`src/rtl/id_grf_pkg.sv`:
```
// Shared constants and types for the decode-stage register file.
// Holds register names, sizing defaults and the write-trace record.
package id_grf_pkg;

    localparam logic [4:0] REG_ZERO  = 5'd0;
    localparam logic [4:0] REG_RA    = 5'd31;
    localparam int         GRF_NREG  = 32;
    localparam int         GRF_CNT_W = 2;

    typedef struct packed {
        logic [31:0] pc;
        logic [4:0]  addr;
        logic [31:0] data;
    } grf_trace_t;

endpackage

```
`src/rtl/id_grf_scoreboard.sv`:
```
// Pending-write scoreboard: one counter per register 1..NREG-1.
// Ports: issue/retire strobes in, rs/rt busy lookup out, sticky sb_err out.
module grf_scoreboard
    import id_grf_pkg::*;
#(
    parameter int NREG  = GRF_NREG,
    parameter int CNT_W = GRF_CNT_W
) (
    input  logic       clk,
    input  logic       rst,
    input  logic       issue_we,
    input  logic [4:0] issue_addr,
    input  logic       ret_we,
    input  logic [4:0] ret_addr,
    input  logic [4:0] rs_addr,
    input  logic [4:0] rt_addr,
    output logic       rs_busy,
    output logic       rt_busy,
    output logic       sb_err
);

    localparam logic [CNT_W-1:0] CNT_MAX = {CNT_W{1'b1}};

    logic [CNT_W-1:0] cnt_q [1:NREG-1];
    logic [CNT_W-1:0] cnt_d [1:NREG-1];
    logic             err_q;
    logic             err_d;

    always_comb begin
        cnt_d = cnt_q;
        err_d = err_q;
        for (int r = 1; r < NREG; r++) begin
            logic inc;
            logic dec;
            inc = issue_we && (issue_addr == 5'(r));
            dec = ret_we && (ret_addr == 5'(r));
            if (inc && !dec) begin
                if (cnt_q[r] == CNT_MAX) err_d = 1'b1;
                else cnt_d[r] = cnt_q[r] + 1'b1;
            end else if (dec && !inc) begin
                if (cnt_q[r] == '0) err_d = 1'b1;
                else cnt_d[r] = cnt_q[r] - 1'b1;
            end
        end
    end

    always_ff @(posedge clk or negedge rst) begin
        if (!rst) begin
            for (int r = 1; r < NREG; r++) cnt_q[r] <= '0;
            err_q <= 1'b0;
        end else begin
            cnt_q <= cnt_d;
            err_q <= err_d;
        end
    end

    // A producer retiring this cycle no longer counts: the bypass
    // supplies its value. Compare rather than subtract so a stray
    // retire at count 0 cannot wrap into a false busy.
    logic [CNT_W-1:0] rs_cnt;
    logic [CNT_W-1:0] rt_cnt;
    logic             rs_dec;
    logic             rt_dec;

    always_comb begin
        rs_cnt  = (rs_addr == REG_ZERO) ? '0 : cnt_q[rs_addr];
        rt_cnt  = (rt_addr == REG_ZERO) ? '0 : cnt_q[rt_addr];
        rs_dec  = ret_we && (ret_addr == rs_addr);
        rt_dec  = ret_we && (ret_addr == rt_addr);
        rs_busy = rs_cnt > CNT_W'(rs_dec);
        rt_busy = rt_cnt > CNT_W'(rt_dec);
    end

    assign sb_err = err_q;

endmodule

```
`src/rtl/id_grf.sv`:
```
// Decode-stage GRF: 32x32 registers, $0 = 0, bypassed read ports,
// pending-write scoreboard and a registered writeback trace record.
module id_grf
    import id_grf_pkg::*;
#(
    parameter int NREG  = GRF_NREG,
    parameter int CNT_W = GRF_CNT_W
) (
    input  logic        clk,
    input  logic        rst,
    input  logic        WB_we_ID,
    input  logic [4:0]  WB_addr_ID,
    input  logic [31:0] WB_data_ID,
    input  logic [31:0] WB_pc_ID,
    input  logic [4:0]  ID_rs_addr,
    input  logic [4:0]  ID_rt_addr,
    output logic [31:0] ID_rs_data,
    output logic [31:0] ID_rt_data,
    input  logic        ID_issue_we,
    input  logic [4:0]  ID_issue_addr,
    output logic        ID_rs_busy,
    output logic        ID_rt_busy,
    output logic        trace_valid,
    output logic [31:0] trace_pc,
    output logic [4:0]  trace_addr,
    output logic [31:0] trace_data,
    output logic        sb_err
);

    logic [31:0] regs_q [1:NREG-1];
    logic [31:0] regs_d [1:NREG-1];
    logic        wr_hit;

    assign wr_hit = WB_we_ID && (WB_addr_ID != REG_ZERO);

    always_comb begin
        regs_d = regs_q;
        if (wr_hit) regs_d[WB_addr_ID] = WB_data_ID;
    end

    always_ff @(posedge clk or negedge rst) begin
        if (!rst) begin
            for (int r = 1; r < NREG; r++) regs_q[r] <= '0;
        end else begin
            regs_q <= regs_d;
        end
    end

    always_comb begin
        if (ID_rs_addr == REG_ZERO)
            ID_rs_data = '0;
        else if (WB_we_ID && WB_addr_ID == ID_rs_addr)
            ID_rs_data = WB_data_ID;
        else
            ID_rs_data = regs_q[ID_rs_addr];
    end

    always_comb begin
        if (ID_rt_addr == REG_ZERO)
            ID_rt_data = '0;
        else if (WB_we_ID && WB_addr_ID == ID_rt_addr)
            ID_rt_data = WB_data_ID;
        else
            ID_rt_data = regs_q[ID_rt_addr];
    end

    grf_scoreboard #(
        .NREG  (NREG),
        .CNT_W (CNT_W)
    ) u_sb (
        .clk        (clk),
        .rst        (rst),
        .issue_we   (ID_issue_we),
        .issue_addr (ID_issue_addr),
        .ret_we     (WB_we_ID),
        .ret_addr   (WB_addr_ID),
        .rs_addr    (ID_rs_addr),
        .rt_addr    (ID_rt_addr),
        .rs_busy    (ID_rs_busy),
        .rt_busy    (ID_rt_busy),
        .sb_err     (sb_err)
    );

    // Trace logs every WB write, $0 included, so the reference model
    // sees the same retirement stream.
    grf_trace_t trc_q;
    grf_trace_t trc_d;
    logic       tv_q;
    logic       tv_d;

    always_comb begin
        tv_d  = WB_we_ID;
        trc_d = trc_q;
        if (WB_we_ID) trc_d = '{pc: WB_pc_ID, addr: WB_addr_ID, data: WB_data_ID};
    end

    always_ff @(posedge clk or negedge rst) begin
        if (!rst) begin
            tv_q  <= 1'b0;
            trc_q <= '0;
        end else begin
            tv_q  <= tv_d;
            trc_q <= trc_d;
        end
    end

    assign trace_valid = tv_q;
    assign trace_pc    = trc_q.pc;
    assign trace_addr  = trc_q.addr;
    assign trace_data  = trc_q.data;

endmodule
```
`config.mk`:
```
export PLATFORM = sky130hd
export DESIGN_NAME = id_grf
export DESIGN_NICKNAME = d
export VERILOG_FILES = /design/src/rtl/id_grf_pkg.sv /design/src/rtl/id_grf_scoreboard.sv /design/src/rtl/id_grf.sv
export SDC_FILE = /design/constraint.sdc
export NUM_CORES = 2
export LEC_CHECK = 0
export CELL_PAD_IN_SITES_DETAIL_PLACEMENT = 1
export CELL_PAD_IN_SITES_GLOBAL_PLACEMENT = 1
export CORE_AREA = 5 5 350 352
export CTS_CLUSTER_DIAMETER = 100
export DETAILED_ROUTE_END_ITERATION = 12
export DIE_AREA = 0 0 355 357
export PLACE_DENSITY_LB_ADDON = 0.1
export SYNTH_ARGS = -nofsm -noshare
export SYNTH_HDL_FRONTEND = slang
export SYNTH_SLANG_ARGS = --single-unit
```
`constraint.sdc`:
```
create_clock -name clk -period 4.15 [get_ports clk]
set_clock_uncertainty 0.2 [all_clocks]
set_input_delay 0.6225 -clock clk [delete_from_list [all_inputs] [get_ports clk]]
set_output_delay 0.6225 -clock clk [all_outputs]
set_load 0.01 [all_outputs]
```
# Word level (Yosys, flattened, before mapping)
# Cells that the tools add are included.
totals:
  input_bits: 88
  output_inout_bits: 137
  register_bits: 1125
  elab_cells: 850
classes:
  n_reduce_logical: 286
  addsub: 62
  n_mux: 269
  n_lt_le_gt_ge: 6
  n_eq_ne: 157
  bitwise: 3
op_table:
  columns: ["op", "n"]
  rows:
  - ["$bwmux W992", 1]
  - ["$bmux W32 S5", 2]
  - ["$mux W32", 9]
  - ["$mux W2", 130]
  - ["$demux W32 S5", 1]
  - ["$eq A5 B5 Y1 const B", 32]
  - ["$logic_and A1 B1 Y1", 128]
  - ["$mux W1", 124]
  - ["$reduce_and A3 Y1", 31]
  - ["$eq A5 B4 Y1 const B", 16]
  - ["$add A2 B1 Y2 const B", 31]
  - ["$eq A2 B2 Y1 const B", 31]
  - ["$logic_not A1 Y1", 62]
  - ["$logic_not A2 Y1", 31]
  - ["$ne A2 B1 Y1 const B", 31]
  - ["$ne A2 B2 Y1 const B", 31]
  - ["$reduce_bool A2 Y1", 31]
  - ["$sub A2 B1 Y2 const B", 31]
  - ["$eq A5 B3 Y1 const B", 8]
  - ["$bmux W2 S5", 2]
  - ["$eq A5 B2 Y1 const B", 4]
  - ["$ge A6 B6 Y1 const B", 3]
  - ["$not A5 Y6", 3]
  - ["$eq A5 B1 Y1 const B", 2]
  - ["5 further kinds", 8]

# Depth between registers and ports, before layout
depth:
  word_depth: 96
  depth_mapped: 11
  mapped_depth_nobuf: 8

# Hierarchy
# A second synthesis with hierarchy kept.
hier_totals:
  hier_cells: 4553
  area_unflattened_um2: 62501.2
modules_own_cells:
  columns: ["mod", "instances", "area_per_inst_um2", "seq_area_each_um2", "cells_each"]
  rows:
  - ["id_grf", 1, 56247.7, 26575.5, 3819]
  - ["grf_scoreboard", 1, 6253.5, 1576.5, 734]

# Least setup slack after synthesis
# OpenSTA, ideal clock, no wires.
synth_path:
  path_kind: "input-to-output"
  from: "input port ID_rt_addr[1]"
  to: "output port ID_rt_busy"
  arrival_time_ns: 3.019
  path_buffers: 4
  stages: 10
  required_time_ns: 3.327
  path_slack_ns: 0.308
  path_cell_list: "clkbuf_1 -> clkbuf_1 -> buf_2 -> buf_2 -> mux4_2 -> mux4_2 -> mux2i_1 -> ha_1 -> o22ai_1 -> a211o_1"
synth_via:
  elab_chain_cells: 6
  elab_cells_between_ends: 9
  classes_between: "order compare (1); eq/ne (1); mux (4); bitwise (1); reduce/logical (2)"
synth_rtl:
  columns: ["element", "line_no", "text"]
  rows:
  - ["from (decl)", "id_grf.sv:16", "input logic [4:0] ID_rt_addr,"]
  - ["$not A5 Y6 (implied by the code)", "id_grf_scoreboard.sv:67", "rt_cnt = (rt_addr == REG_ZERO) ? '0 : cnt_q[rt_addr];"]
  - ["$bmux W2 S5", "id_grf_scoreboard.sv:67", null]
  - ["$mux W2 (implied by the code) (2 in a row)", "id_grf_scoreboard.sv:67", null]
  - ["$mux W2", "id_grf_scoreboard.sv:67", null]
  - ["$gt A2 B1 Y1 *", "id_grf_scoreboard.sv:71", "rt_busy = rt_cnt > CNT_W'(rt_dec);"]
  - ["to (decl)", "id_grf.sv:22", "output logic ID_rt_busy,"]
# Mark *: on every way between the ends. The rest lies on a longest branch, timed or not. The select of a mux whose other input is x is not followed.

# Worst setup path after layout
layout_path:
  from: "input port WB_addr_ID[4]"
  to: "output port ID_rs_data[3]"
layout_via:
  elab_chain_cells: 4
layout_rtl:
  columns: ["element", "line_no", "text"]
  rows:
  - ["from (decl)", "id_grf.sv:12", "input logic [4:0] WB_addr_ID,"]
  - ["$eq A5 B5 Y1", "id_grf.sv:52", "else if (WB_we_ID && WB_addr_ID == ID_rs_addr)"]
  - ["$logic_and A1 B1 Y1", "id_grf.sv:52", null]
  - ["$mux W32", "id_grf.sv:52", null]
  - ["$mux W32", "id_grf.sv:50", "if (ID_rs_addr == REG_ZERO)"]
  - ["to (decl)", "id_grf.sv:17", "output logic [31:0] ID_rs_data,"]
# No other way between the ends.

==> impl_results.md <==
- Status: finished clean
- CP Depth: 9
- Area grow syn2layout: 19.77%
- Synth Area per Inst: 12.89 µm²
- Initial antenna violation count: 1
- Cells on worst reg2reg path: 5
- Main synth FF type: dfrtp_1
- Post-synth EDFFs: 0
- Chip height: between 300 and 400 µm
- Clk root buf: clkbuf_16
- Yosys reg bits: between 1,000 and 1,500
- HPWL Detailed: around 140,000 µm
- FF/Latch Area: 0.02817 mm²
- Startpoint types: primary input
- H-tree levels: 4
- GRT Total Usage: 36.28%
- Syn_nets: 4,850
- Vias in the first global route: 50,090
- GPL Wtd Cong: 0.9073
- Yosys warns: 0
- Final Hold Fails: 0
- Clk pin slew, worst setup/hold paths: 50 ps
- DR vias/cell: 6.922
- Combinational Power Share: 21.5%
- Int Pwr: 24.95 mW
- Mapped cell area: 0.06136 mm²
- Clock Latency Late Sink: roughly 770 ps
- Worst EP required: 3330 ps
- Buffers & Inverters on Critical Path: 4
- CTS sink cnt: approximately 1,100
- Cell family with most CP delay: buffers and inverters
- GRT overflow: 0
- Core area: 0.1190 mm²
- Net Sw Frac: about 28%
- Asr flop ratio synth: 100.0%
- # Max-Cap Violations: 0
- Leak: approximately 32 nW
- Final instance area: 0.07349 mm²
- Crit path to: ID_rs_data[3]
- DRC violations left: 0
- Register area share after synthesis: a little under half
- First-pass GRT wire length: 342,900 µm
- Reg2reg setup slack: roughly 1800 ps
- Clock share of power: 35.8%
- Maximum fanout along the worst path: 17
- Normalized max-slew margin: 39.11%
- Crit path max-delay cell type: clkdlybuf4s50_1
- DP Area: 0.06837 mm²
- Row count: ~130
- Synth Instances: 4,760
- Port Buffer Count: 224
- F_max: between 200 and 250 MHz
- Synth cell types: 64
- Post-layout min period: 4128 ps
- Pwr/cell area: between 400 and 500 mW/mm²
- Pre-CTS setup slack: -430.0 ps
- Dpl cells: 6,466
- Unrepaired setup endpoints after global routing: true
- WL/cell: 34.12 µm
- CP Cell Sequence: clkdlybuf4s50_1, xnor2_1, nand4_1, nor2_1, or2_2, buf_12, o41ai_2, buf_4, clkdlybuf4s50_1
- Final worst path period share: ~99%
- Slew Limit Fails: 0
- Drt pass-1 iters: 5
- Area leader, netlist: dfrtp_1
- Starting Density: about half
- Filler cell count in the final layout: 11,190
- P_sw: ~9.9 mW
- Die W: 355 µm
- Flop pwr share: between 40 and 50%
- Tightest Pin Transition: 911.5 ps
- Max VDD drop: about 490 µV
- CTS tree: done
- Boundary pin count: ~230
- Critical Path Sink Type: primary output
- CTS max path bufs: 3
- Reg2reg start: u_sb.cnt_q[23]$_DFFE_PN0P_
- Most used cell, CP: clkdlybuf4s50_1
- CP max stage delay: 570 ps
- Die area: 0.1267 mm²
- Routed vias: approximately 47,000
- CP arrival: about 3300 ps
- R2R Path End: u_sb.sb_err$_DFF_PN0_
- Post-route ant nets: 0
- Min-delay worst type: primary input to flop
- Final WS setup: ~22 ps
- Final net count: 5,154
- Final total power: between 30 and 40 mW
- Crit path kind: primary input to primary output
- Routed WL: 229,400 µm
- Largest net degree at the start of global routing: 133
- Cell Count, Final, Fillers Out: a little under 7,000
- Ratio of cells with drive above 1 in the final layout: 45.17%
- Final setup fails: 0
- Top cells by area, synth: dfrtp_1 (46%), mux2_2 (20%), mux4_2 (17%), nand2_1 (3.2%), clkbuf_1 (2.3%)
- Multi-input gate area: 0.03181 mm²
- Yosys top cell area share: about 46%
- DR iter-0 viols: 4,855
- Total CTS buffers: between 100 and 150
- Crit. Startpoint: WB_addr_ID[4]
-- worst min-delay path by stage --
stage | endpoint | slack [ps] | start | cells after the start
floorplan | regs_q[0]$_DFFE_PN0P_ | 130 | rst | 0
finish | trace_addr[0]$_DFFE_PN0P_ | 110 | WB_addr_ID[0] | 2
global route | trace_addr[0]$_DFFE_PN0P_ | 120 | WB_addr_ID[0] | 2
CTS | trace_pc[29]$_DFFE_PN0P_ | 160 | rst | 2
global placement | regs_q[829]$_DFFE_PN0P_ | 270 | regs_q[829]$_DFFE_PN0P_ | 2
detailed placement | regs_q[906]$_DFFE_PN0P_ | 280 | regs_q[906]$_DFFE_PN0P_ | 2
-- synthesized netlist by cell type, types with 65 or more instances --
| library cell | count |
|---|---|
| a211oi_1 | 84 |
| a221oi_1 | 65 |
| buf_2 | 67 |
| clkbuf_1 | 376 |
| dfrtp_1 | 1125 |
| mux2_2 | 1100 |
| mux4_2 | 451 |
| nand2_1 | 531 |
| nor2_1 | 171 |
| nor2b_1 | 75 |
| nor3_1 | 145 |
| o21ai_0 | 65 |
| o22ai_1 | 98 |
-- placed cells by master (no fill, tap or decap), types with 23 or more instances in the layout --
| cell | Yosys | final |
|---|---|---|
| o21ai_0 | 65 | 64 |
| o221ai_1 | 31 | 29 |
| clkdlybuf4s50_1 | 0 | 186 |
| a211oi_1 | 84 | 83 |
| a21oi_1 | 33 | 33 |
| nor3_1 | 145 | 126 |
| a221oi_1 | 65 | 61 |
| o22ai_1 | 98 | 98 |
| mux4_2 | 451 | 451 |
| nor2_4 | 0 | 23 |
| clkbuf_16 | 0 | 138 |
| buf_12 | 0 | 102 |
| nor2b_1 | 75 | 73 |
| nor4_1 | 41 | 34 |
| buf_4 | 1 | 324 |
| nor2_1 | 171 | 148 |
| a2111oi_0 | 31 | 31 |
| clkbuf_8 | 0 | 31 |
| mux2_2 | 1100 | 1100 |
| clkbuf_1 | 376 | 33 |
| nand2_1 | 531 | 519 |
| dfrtp_1 | 1125 | 1110 |
-- metal layers --
metal  wire length [µm]  vias up  part of all wire [%]  global-route usage [%]
li1                   -    18650                     -                       -
met1              91490    25030                    40                   48.62
met2             107900     2252                    47                   57.11
met3              18100      611                   7.9                   7.562
met4              11980        0                   5.2                   17.50
met5                  0        -                     0                       0
-- cell families (layout without fill, tap and decap cells) --
group	Yosys count	in the layout	synth area share [%]
AO/OA/AOI/OAI	510	510	6.097
buffers and inverters	505	919	3.258
AND/OR/NAND/NOR	1052	1052	7.763
multiplexers	1556	1556	36.82
other	0	3	0
adder cells (fa/ha/maj)	2	2	0.04077
flip-flops	1125	1125	45.88
XOR/XNOR	10	10	0.1427
-- registers in the layout (all words and copies together), names as in the netlist --
| register | flops |
|---|---|
| regs_q | 992 |
| trace_addr | 5 |
| trace_data | 32 |
| trace_pc | 32 |
| trace_valid | 1 |
| u_sb.cnt_q | 62 |
| u_sb.sb_err | 1 |
-- through the flow --
stage	hold slack [ps]	utilization, %	TNS [ps]
CTS	155.2	61.49	0
detailed placement	281.8	57.45	-3018
floorplan	126.9	-	0
finish	114.7	61.75	0
global route	117.6	61.74	-85.37
global placement	270.7	57.45	-2639
-- what timing repair did --
item,in CTS,in global routing
gates resized for setup,50,55
pin swaps,2,2
buffers inserted,2,8
endpoints found under the setup margin,40,35
endpoints found under the hold margin,37,0
hold buffers,1,0
-- cell type report --
type,instances,share of cell area [%]
well taps,1548,2.635
inverters,17,0.08683
repair buffers,656,9.341
flip-flops and latches,1125,38.33
clock inverters,45,0.8802
multi-input cells,3130,43.29
clock buffers,201,5.429
diodes,3,0.01021
-- power by group through the flow --
stage	sequential, mW	clock (mW)	combinational [mW]
2_1_floorplan	14.3	0	4.96
3_3_place_gp	14.8	0	7.03
3_5_place_dp	15.0	0	7.27
4_1_cts	14.8	12.6	7.41
5_1_grt	15.1	13.1	8.00
6_report	14.9	12.5	7.49
Note: power is estimated with default switching activity, not from simulation.
